File: src/rtl/addsub_pkg.sv
// Shared phase and mode encodings for the add/subtract display path.
package addsub_pkg;

  typedef enum logic [1:0] {
    PH_LOAD_A = 2'd0,
    PH_LOAD_B = 2'd1,
    PH_SHOW   = 2'd2
  } phase_t;

  localparam logic MODE_ADD = 1'b0;
  localparam logic MODE_SUB = 1'b1;

endpackage

File: src/rtl/addsub_sequencer_key_debounce.sv
// Pushbutton conditioner: 2-flop sync, stable-count debounce, one-cycle press pulse.
// Pulse is registered DEBOUNCE_CYCLES+2 edges after a clean fall; no backpressure.
module key_debounce #(
  parameter int DEBOUNCE_CYCLES = 500000
) (
  input  logic clk,
  input  logic rst_n,
  input  logic key_n,
  output logic press
);

  localparam int CW = (DEBOUNCE_CYCLES > 1) ? $clog2(DEBOUNCE_CYCLES + 1) : 1;
  localparam logic [CW-1:0] LAST = CW'(DEBOUNCE_CYCLES - 1);

  logic          sync1;
  logic          sync2;
  logic          level;
  logic [CW-1:0] cnt;

  always_ff @(posedge clk or negedge rst_n) begin
    if (!rst_n) begin
      sync1 <= 1'b1;
      sync2 <= 1'b1;
      level <= 1'b1;
      cnt   <= '0;
      press <= 1'b0;
    end else begin
      sync1 <= key_n;
      sync2 <= sync1;
      press <= 1'b0;
      if (sync2 == level) begin
        cnt <= '0;
      end else if (cnt == LAST) begin
        // Level flips on the last mismatching cycle; only the falling flip is a press.
        level <= sync2;
        cnt   <= '0;
        press <= ~sync2;
      end else begin
        cnt <= cnt + 1'b1;
      end
    end
  end

endmodule

File: src/rtl/addsub_sequencer.sv
// Captures operands A and B on successive key presses and registers A+B or A-B.
// Outputs update one edge after the debounced press pulse; no backpressure.
module addsub_sequencer
  import addsub_pkg::*;
#(
  parameter int WIDTH           = 4,
  parameter int DEBOUNCE_CYCLES = 500000
) (
  input  logic             clk,
  input  logic             rst_n,
  input  logic [WIDTH-1:0] sw,
  input  logic             mode_sw,
  input  logic             key_n,
  output logic [WIDTH-1:0] a_out,
  output logic [WIDTH-1:0] b_out,
  output logic [WIDTH-1:0] result,
  output logic             s,
  output logic             carryOut,
  output logic             valid,
  output logic [1:0]       phase
);

  logic           press;
  phase_t         state;
  logic [WIDTH:0] sum;

  key_debounce #(
    .DEBOUNCE_CYCLES(DEBOUNCE_CYCLES)
  ) u_key (
    .clk   (clk),
    .rst_n (rst_n),
    .key_n (key_n),
    .press (press)
  );

  // Subtract is A + ~B + 1, so carry out of the top bit means "no borrow".
  always_comb begin
    sum = {1'b0, a_out}
        + {1'b0, (mode_sw == MODE_SUB) ? ~sw : sw}
        + {{WIDTH{1'b0}}, (mode_sw == MODE_SUB)};
  end

  always_ff @(posedge clk or negedge rst_n) begin
    if (!rst_n) begin
      state    <= PH_LOAD_A;
      a_out    <= '0;
      b_out    <= '0;
      result   <= '0;
      s        <= MODE_ADD;
      carryOut <= 1'b0;
      valid    <= 1'b0;
    end else begin
      case (state)
        PH_LOAD_A: if (press) begin
          a_out <= sw;
          state <= PH_LOAD_B;
        end
        PH_LOAD_B: if (press) begin
          b_out              <= sw;
          s                  <= mode_sw;
          {carryOut, result} <= sum;
          valid              <= 1'b1;
          state              <= PH_SHOW;
        end
        PH_SHOW: if (press) begin
          valid <= 1'b0;
          state <= PH_LOAD_A;
        end
        default: begin
          valid <= 1'b0;
          state <= PH_LOAD_A;
        end
      endcase
    end
  end

  assign phase = state;

endmodule

File: config.mk
export PLATFORM = sky130hd
export DESIGN_NAME = addsub_sequencer
export DESIGN_NICKNAME = d
export VERILOG_FILES = /design/src/rtl/addsub_pkg.sv /design/src/rtl/addsub_sequencer_key_debounce.sv /design/src/rtl/addsub_sequencer.sv
export SDC_FILE = /design/constraint.sdc
export NUM_CORES = 1
export LEC_CHECK = 0
export CELL_PAD_IN_SITES_DETAIL_PLACEMENT = 0
export CELL_PAD_IN_SITES_GLOBAL_PLACEMENT = 2
export CORE_MARGIN = 5
export CORE_UTILIZATION = 36
export CTS_CLUSTER_DIAMETER = 100
export DETAILED_ROUTE_END_ITERATION = 16
export PLACE_DENSITY_LB_ADDON = 0.3
export SYNTH_ARGS = -nofsm -noshare
export SYNTH_HDL_FRONTEND = slang
export SYNTH_SLANG_ARGS = --single-unit
export TNS_END_PERCENT = 10
File: constraint.sdc
create_clock -name clk -period 2.17 [get_ports clk]
set_input_delay 0.434 -clock clk [delete_from_list [all_inputs] [get_ports clk]]
set_output_delay 0.434 -clock clk [all_outputs]
set_load 0.03 [all_outputs]
Word-level counts from Yosys, hierarchy flattened --
Cells that the tools add are included.
Word-level totals: register bits after elaboration 40, output and inout bits 17, logic and storage cells 44
Cells by class: add/sub/neg operators 3, eq/ne operators 7, multiplexer cells 12, bitwise logic cells 4, reductions and logical operators 6
Operators with widths (number):
- 19-bit two-way mux | 2
- 19-bit by 1-bit adder with 19-bit output (second input constant) | 1
- 19-bit == test (second input constant) | 1
- 2-bit two-way mux | 3
- 2-bit by 1-bit inequality test with 1-bit output (second input constant) | 3
- 2-bit case mux with 3 select lines | 1
- 2-bit AND reduction | 3
- 3-bit AND reduction | 2
- 4-bit by 4-bit adder with 5-bit output | 1
- 5-bit by 1-bit adder with 5-bit output | 1
- 1-bit two-way mux | 4
- 4-bit two-way mux | 1
- 4-bit NOT | 1
- 1-bit NOT | 3
- 1-bit case mux with 3 select lines | 1
- 2-bit by 1-bit == test with 1-bit output (second input constant) | 1
- 2-bit == test (second input constant) | 1
- 2-bit zero test | 1
- 1-bit == test | 1

Depth between registers and ports, before layout --
Gate-level depths: netlist of the first run.
depth in word-level cells 4, gate-level depth with buffers 6, mapped depth without buffers 6

Hierarchy --
From an unflattened synthesis of the first run, not the netlist that was laid out.
Second synthesis, totals: cell total of the unflattened synthesis 174, area, all modules 1970.6 um2
By module, submodules not included:
- key_debounce | times used 1, cells an instance 110, area an instance 1122.3 um2, sequential area each 579.3 um2
- addsub_sequencer | times used 1, cells an instance 64, area an instance 848.3 um2, sequential area each 425.4 um2

Worst setup path after synthesis of the first run --
Ideal clock, no wire load.
path kind reg-to-reg, start register a_out[0], end register carryOut, library setup time 0.128 ns, arrival time 1.578 ns, data required time 2.042 ns, slack 0.464 ns, cell stages (with the launch flop) 6, path through dfrtp_1 mux2_2 fa_1 a21o_1 a21oi_1 o21ai_0
On the way: cells in the longest elaborated chain, start to end 2
Ends and longest elaborated chain:
- start: declaration | line addsub_sequencer.sv:14 | output logic [WIDTH-1:0] a_out,
- start signal: assignment | line addsub_sequencer.sv:55 | a_out <= sw;
- 4-bit by 4-bit adder with 5-bit output | line addsub_sequencer.sv:39 | + {1'b0, (mode_sw == MODE_SUB) ? ~sw : sw}
- 5-bit by 1-bit adder with 5-bit output | line addsub_sequencer.sv:40 | + {{WIDTH{1'b0}}, (mode_sw == MODE_SUB)};
- end signal: assignment | line addsub_sequencer.sv:61 | {carryOut, result} <= sum;
- end: declaration | line addsub_sequencer.sv:18 | output logic carryOut,
No other way between the ends. A chain may end at the register's enable or synchronous reset.

Worst setup path after layout of the first run --
start input port mode_sw, end register result[3]
On the way: cells in the longest elaborated chain, start to end 3
Ends and longest elaborated chain:
- start: declaration | line addsub_sequencer.sv:12 | input logic mode_sw,
- 4-bit two-way mux | line addsub_sequencer.sv:39
- 4-bit by 4-bit adder with 5-bit output | line addsub_sequencer.sv:39
- 5-bit by 1-bit adder with 5-bit output (*) | line addsub_sequencer.sv:40
- end signal: assignment | line addsub_sequencer.sv:61
- end: declaration | line addsub_sequencer.sv:16 | output logic [WIDTH-1:0] result,
Every way passes the cells marked *; elsewhere a longest branch is shown, timed or not.

==> results.py, run 1 <==
metrics = {
    "status": {
        "status": "completed",
    },
    "detailed_routing": {
        "vias_per_cell": 4.91,
        "drc": 0,
        "wire_per_inst_um": 13.8,
        "vias": 1360,
        "ant_nets": 0,
        "drt_iter0_drc": 55,
        "drtPass1Iterations": 4,
        "wl_mm": 3.83,
    },
    "setup_path": {
        "path_cells": "clkdlybuf4s50_1, xor2_1, ha_1, a21o_1, a31oi_1, xnor2_1, mux2_2",
        "critPathMaxStageDelay_ps": 570,
        "required_ps": 2350,
        "critPathMaxFanout": 4,
        "crit_slowest_cell": "clkdlybuf4s50_1",
        "endpoint_kind": "register",
        "criticalPathCategory": "primary input to register",
        "cp.arrival_ps": 2170,
        "cp-start-kind": "primary input",
    },
    "layout": {
        "syn2layout_area_growth_pct": 24.3,
        "fillers": 478,
        "mostFrequentLayoutCells": "dfrtp_1 (37), nor2_1 (25), clkdlybuf4s50_1 (23), xnor2_1 (18), mux2_2 (13)",
        "layout-drive-gt1-share_pct": 19.8,
        "final_common_cell": "dfrtp_1",
        "fin_util_pct": 46.5,
        "diodes": 0,
        "fin_nets": 219,
    },
    "run": {
        "cap_viol_max_count": 0,
    },
    "grt": {
        "overflow": 0,
        "grt_max_degree": 41,
        "antenna_found_initial": 0,
        "grt_pass1_wl_mm": 6.92,
        "grt_usage_pct": 12.1,
        "grt_pass1_vias": 1472,
    },
    "clocking": {
        "htree_levels": 2,
        "clock-sinks": 40,
        "clk_pin_slew_worst_paths_ps": 80,
        "cts_root_buf": "clkbuf_8",
        "cts_inserted_buffers": 5,
        "cts_setup_buffers": 0,
        "worstSkewPairLatency_ps": 290,
        "clockBufferDepth": 2,
        "ctsResizeCount": 0,
        "cts_hold_buf": 0,
        "cts_tree": "yes",
    },
    "floorplan": {
        "core-area_um2": 5170,
        "rows": 26,
        "die_y_um": 83.3,
        "dieArea_um2": 6940,
        "num_io_pins": 25,
        "die_w_um": 83.3,
        "initial_core_util_pct": 37.4,
    },
    "synth": {
        "synthFlopType": "dfrtp_1",
        "yosysTopAreaCell": "dfrtp_1",
        "syn_area_per_cell_um2": 11.4,
        "yosys.area.top_type_share_pct": 47.9,
        "ys_top_cells_by_area": "dfrtp_1 (48%), xnor2_1 (8.2%), mux2_2 (7.6%), nor2_1 (4.9%), dfstp_2 (4.1%)",
        "synth_edf_count": 0,
        "seq_area_frac_synth_pct": 51.9,
        "async_flop_share_pct": 100,
        "synth.net_count": 182,
        "synth.cell_area_um2": 1930,
        "yosys_warnings": 0,
        "ys_ff_latch": 40,
        "synth_cell_types": 34,
        "synthCells": 169,
    },
    "timing": {
        "fin_crit_ps": 1990,
        "whs_ps": 197,
        "slew_viol_final": 0,
        "fmaxAchievable_mhz": 501,
        "setup_viol": 0,
        "period_share_pct": 91.9,
        "hold_viol": 0,
        "skew_ps": 6.70,
        "rsz0062_at_grt": "false",
        "tightest_slew_ps": 593,
        "slew_headroom_pct": 60.4,
    },
    "place": {
        "gp_congestion": 0.743,
        "numPortBuffers": 24,
        "hpwl_mm": 2.83,
    },
    "worst_hold_path": {
        "hp-class": "primary input to async pin",
    },
    "power": {
        "peakVddDrop_uv": 270,
        "power_leakage_nw": 1.04,
        "power_density_nw_per_um2": 600,
    },
}
cells in the mapped netlist, types with 2 or more instances:
| cell type | n |
|---|---|
| nand2_1 | 11 |
| xnor2_1 | 18 |
| and3_1 | 2 |
| dfrtp_1 | 37 |
| nor3_1 | 4 |
| nor2_1 | 25 |
| dfstp_2 | 3 |
| nand3_1 | 8 |
| nor4b_1 | 2 |
| inv_1 | 4 |
| a21oi_1 | 3 |
| nand4_2 | 2 |
| mux2_2 | 13 |
| a21o_1 | 2 |
| xor2_1 | 6 |
| ha_1 | 4 |
| o21ai_0 | 6 |
| nor4_1 | 3 |
final timing paths:
check,cells after the start,startpoint,end,slack [ps]
max,7,mode_sw,result[3]$_DFFE_PN0P_,180
min,2,rst_n,valid$_DFFE_PN0P_,200
max reg2reg,5,u_key.cnt[0]$_DFF_PN0_,u_key.cnt[18]$_DFF_PN0_,440
min reg2reg,0,u_key.sync1$_DFF_PN1_,u_key.sync2$_DFF_PN1_,360
max in group asynchronous,2,rst_n,u_key.level$_DFFE_PN1P_,1610
min in group clk,0,u_key.sync1$_DFF_PN1_,u_key.sync2$_DFF_PN1_,360
critical path: cells and delay by family:
kind | cells | cell delay (ps)
buffers and inverters | 1 | 570
AOI/OAI and AO/OA | 2 | 350
adders and majority gates | 1 | 290
xor gates and xnor gates | 2 | 270
muxes | 1 | 250
flip-flops by register name, indices dropped and copies added, names as in the netlist:
signal / flops
valid: 1
u_key.sync1: 1
u_key.press: 1
u_key.cnt: 19
result: 4
u_key.level: 1
b_out: 4
a_out: 4
carryOut: 1
u_key.sync2: 1
phase: 2
s: 1
report_power, final:
part	internal, W	switching, W	total, W
Sequential	0.000763	0.0000123	0.000775
Clock	0.000290	0.000246	0.000536
Combinational	0.0000612	0.0000709	0.000132
Total	0.00111	0.000329	0.00144
layout make-up:
type	instances	area, um^2	share of cell area, %
sequential	40	1000	41.8
multi-input combinational	123	902	37.5
timing repair buffer	32	295	12.3
clock buffer	8	100	4.16
tap	70	87.6	3.64
inverter	4	15.0	0.624
stage by stage:
stage | power (W) | worst slack [ps] | cells | TNS, ps | cell area [um^2]
after floorplan | 0.000852 | 464 | 169 | 0 | 1930
after global placement | 0.000922 | -56.2 | 269 | -93.8 | 2300
after detailed placement | 0.000925 | -133 | 269 | -241 | 2300
after CTS | 0.00148 | 175 | 277 | 0 | 2400
after global routing | 0.00151 | 78.2 | 277 | 0 | 2400
final | 0.00144 | 175 | 277 | 0 | 2400
layer usage:
layer	vias up	GRT usage, %	routed length (um)
met2	27	19.9	1900
met3	3	4.06	165
met4	0	3.86	32
met5	-	0	0
li1	656	-	-
met1	674	14.9	1730
cell families (layout without fill, tap and decap cells):
logic type,count (synthesis),in the layout,synth area share (%)
xor+xnor,24,24,10.9
mux,14,14,8.09
buf+inv,6,44,1.42
flops,40,40,51.9
compound gates,14,14,4.27
simple gates,66,66,19.8
fa+ha+maj,5,5,3.62
Note: power is estimated with default switching activity, not from simulation.
==> run 2, diff against run 1 <==
--- a/config.mk
+++ b/config.mk
@@ -7,6 +7,7 @@
 export LEC_CHECK = 0
 export CELL_PAD_IN_SITES_DETAIL_PLACEMENT = 0
 export CELL_PAD_IN_SITES_GLOBAL_PLACEMENT = 2
+export CORE_ASPECT_RATIO = 0.7
 export CORE_MARGIN = 5
 export CORE_UTILIZATION = 36
 export CTS_CLUSTER_DIAMETER = 100
==> results.py, run 2 (same netlist as run 1, synthesis figures left out) <==
metrics = {
    "place": {
        "gp_congestion": 0.787,
        "numPortBuffers": 24,
        "placed_cell_area_um2": 2300,
        "hpwl_mm": 2.88,
    },
    "layout": {
        "diodes": 0,
        "layout-drive-gt1-share_pct": 19.4,
        "postLayoutCellArea_um2": 2410,
        "fillers": 497,
        "fin_nets": 218,
        "largest_register_ffs": 19,
        "syn2layout_area_growth_pct": 24.5,
        "top_register": "u_key.cnt",
        "final_common_cell": "dfrtp_1",
        "mostFrequentLayoutCells": "dfrtp_1 (37), nor2_1 (25), clkdlybuf4s50_1 (23), xnor2_1 (18), mux2_2 (13)",
    },
    "detailed_routing": {
        "vias_per_cell": 4.87,
        "vias": 1353,
        "wire_per_inst_um": 14.1,
        "wl_mm": 3.93,
        "drtPass1Iterations": 4,
        "drc": 0,
        "ant_nets": 0,
        "drt_iter0_drc": 54,
    },
    "clocking": {
        "cts_setup_buffers": 0,
        "clock-sinks": 40,
        "cts_tree": "yes",
        "clk_pin_slew_worst_paths_ps": 80,
        "htree_levels": 2,
        "worstSkewPairLatency_ps": 280,
        "ctsResizeCount": 0,
        "clockBufferDepth": 2,
        "cts_hold_buf": 0,
        "cts_root_buf": "clkbuf_8",
        "cts_inserted_buffers": 5,
    },
    "timing": {
        "setup_tns_ps": 0,
        "rsz0062_at_grt": "false",
        "fmaxAchievable_mhz": 497,
        "whs_ps": 205,
        "setup_viol": 0,
        "period_share_pct": 92.7,
        "skew_ps": 5.53,
        "slew_headroom_pct": 59.1,
        "fin_crit_ps": 2010,
        "hold_viol": 0,
        "slew_viol_final": 0,
        "tightest_slew_ps": 611,
    },
    "power": {
        "finalPower_w": 0.00150,
        "power_switching_w": 0.000335,
        "swShare_pct": 22.3,
        "p_comb_share_pct": 8.8,
        "peakVddDrop_uv": 290,
        "power_leakage_nw": 1.03,
        "intPower_w": 0.00116,
        "power_density_nw_per_um2": 623,
        "p_clk_share_pct": 39.5,
        "seqPwrFrac_pct": 51.7,
    },
    "setup_path": {
        "required_ps": 2310,
        "critPathMaxFanout": 4,
        "cp.arrival_ps": 2150,
        "cp-start-kind": "primary input",
        "criticalPathCategory": "primary input to register",
        "endpoint_kind": "register",
    },
    "grt": {
        "grt_max_degree": 41,
        "overflow": 0,
        "grt_usage_pct": 12.6,
        "grt_pass1_wl_mm": 7.02,
        "grt_pass1_vias": 1418,
        "antenna_found_initial": 0,
    },
    "run": {
        "cap_viol_max_count": 0,
    },
    "worst_hold_path": {
        "hp-class": "primary input to async pin",
    },
    "floorplan": {
        "die_w_um": 97.6,
        "core-area_um2": 5230,
        "die_y_um": 71.3,
        "rows": 22,
        "initial_core_util_pct": 37.0,
        "dieArea_um2": 6960,
        "num_io_pins": 25,
    },
    "status": {
        "status": "completed",
    },
}
run 2: power groups by stage:
stage,Combinational [W],Clock (W),Sequential [W]
3_3_place_gp,0.000133,0,0.000789
6_report,0.000132,0.000592,0.000775
2_1_floorplan,0.0000427,0,0.000809
5_1_grt,0.000147,0.000660,0.000777
4_1_cts,0.000136,0.000614,0.000775
3_5_place_dp,0.000135,0,0.000790
run 2: area by class of cell:
type / instances / area [um^2] / share of cell area, %
Multi-Input combinational cell: 123 / 902 / 37.5
Sequential cell: 40 / 1000 / 41.7
Timing Repair Buffer: 31 / 288 / 12.0
Clock inverter: 2 / 35.0 / 1.46
Clock buffer: 6 / 72.6 / 3.01
Tap cell: 72 / 90.1 / 3.74
Inverter: 4 / 15.0 / 0.624
run 2: path summary, 6_finish.rpt:
check                                       startpoint                      end  slack, ps  cells after the start
worst max-delay path                             sw[0]     carryOut$_DFFE_PN0P_        160                      6
worst min-delay path                             rst_n   u_key.cnt[8]$_DFF_PN0_        210                      2
worst max register to register  u_key.cnt[0]$_DFF_PN0_  u_key.cnt[18]$_DFF_PN0_        460                      5
worst min register to register   u_key.sync1$_DFF_PN1_    u_key.sync2$_DFF_PN1_        360                      0
max in group asynchronous                        rst_n    u_key.sync1$_DFF_PN1_       1590                      2
min in group clk                 u_key.sync1$_DFF_PN1_    u_key.sync2$_DFF_PN1_        360                      0
run 2: per-stage QoR:
stage / std cells / worst slack [ps] / utilization [%]
CTS: 278 / 164 / 46.0
detailed placement: 270 / -144 / 44.0
global placement: 270 / -109 / 44.0
global route: 278 / 42.0 / 46.0
floorplan: 169 / 464 / -
finish: 278 / 158 / 46.0
run 2: critical path, cell delays in order:
cell	delay [ps]
clkdlybuf4s50_1	530
mux2_2	380
fa_1	400
a21o_1	190
a21oi_1	130
o21ai_0	80
run 2: layer usage:
metal | routed length (um) | GRT usage (%) | vias up
met5 | 0 | 0 | -
met4 | 41 | 4.15 | 0
met3 | 166 | 2.92 | 2
met2 | 1740 | 18.8 | 25
met1 | 1990 | 18.2 | 673
li1 | - | - | 653
==> run 3, diff against run 2 <==
--- a/config.mk
+++ b/config.mk
@@ -11,6 +11,7 @@
 export CORE_MARGIN = 5
 export CORE_UTILIZATION = 36
 export CTS_CLUSTER_DIAMETER = 100
+export CTS_CLUSTER_SIZE = 12
 export DETAILED_ROUTE_END_ITERATION = 16
 export PLACE_DENSITY_LB_ADDON = 0.3
 export SYNTH_ARGS = -nofsm -noshare
==> results of run 3 <==
Final layout, timing and power as in run 2 (identical DEF).
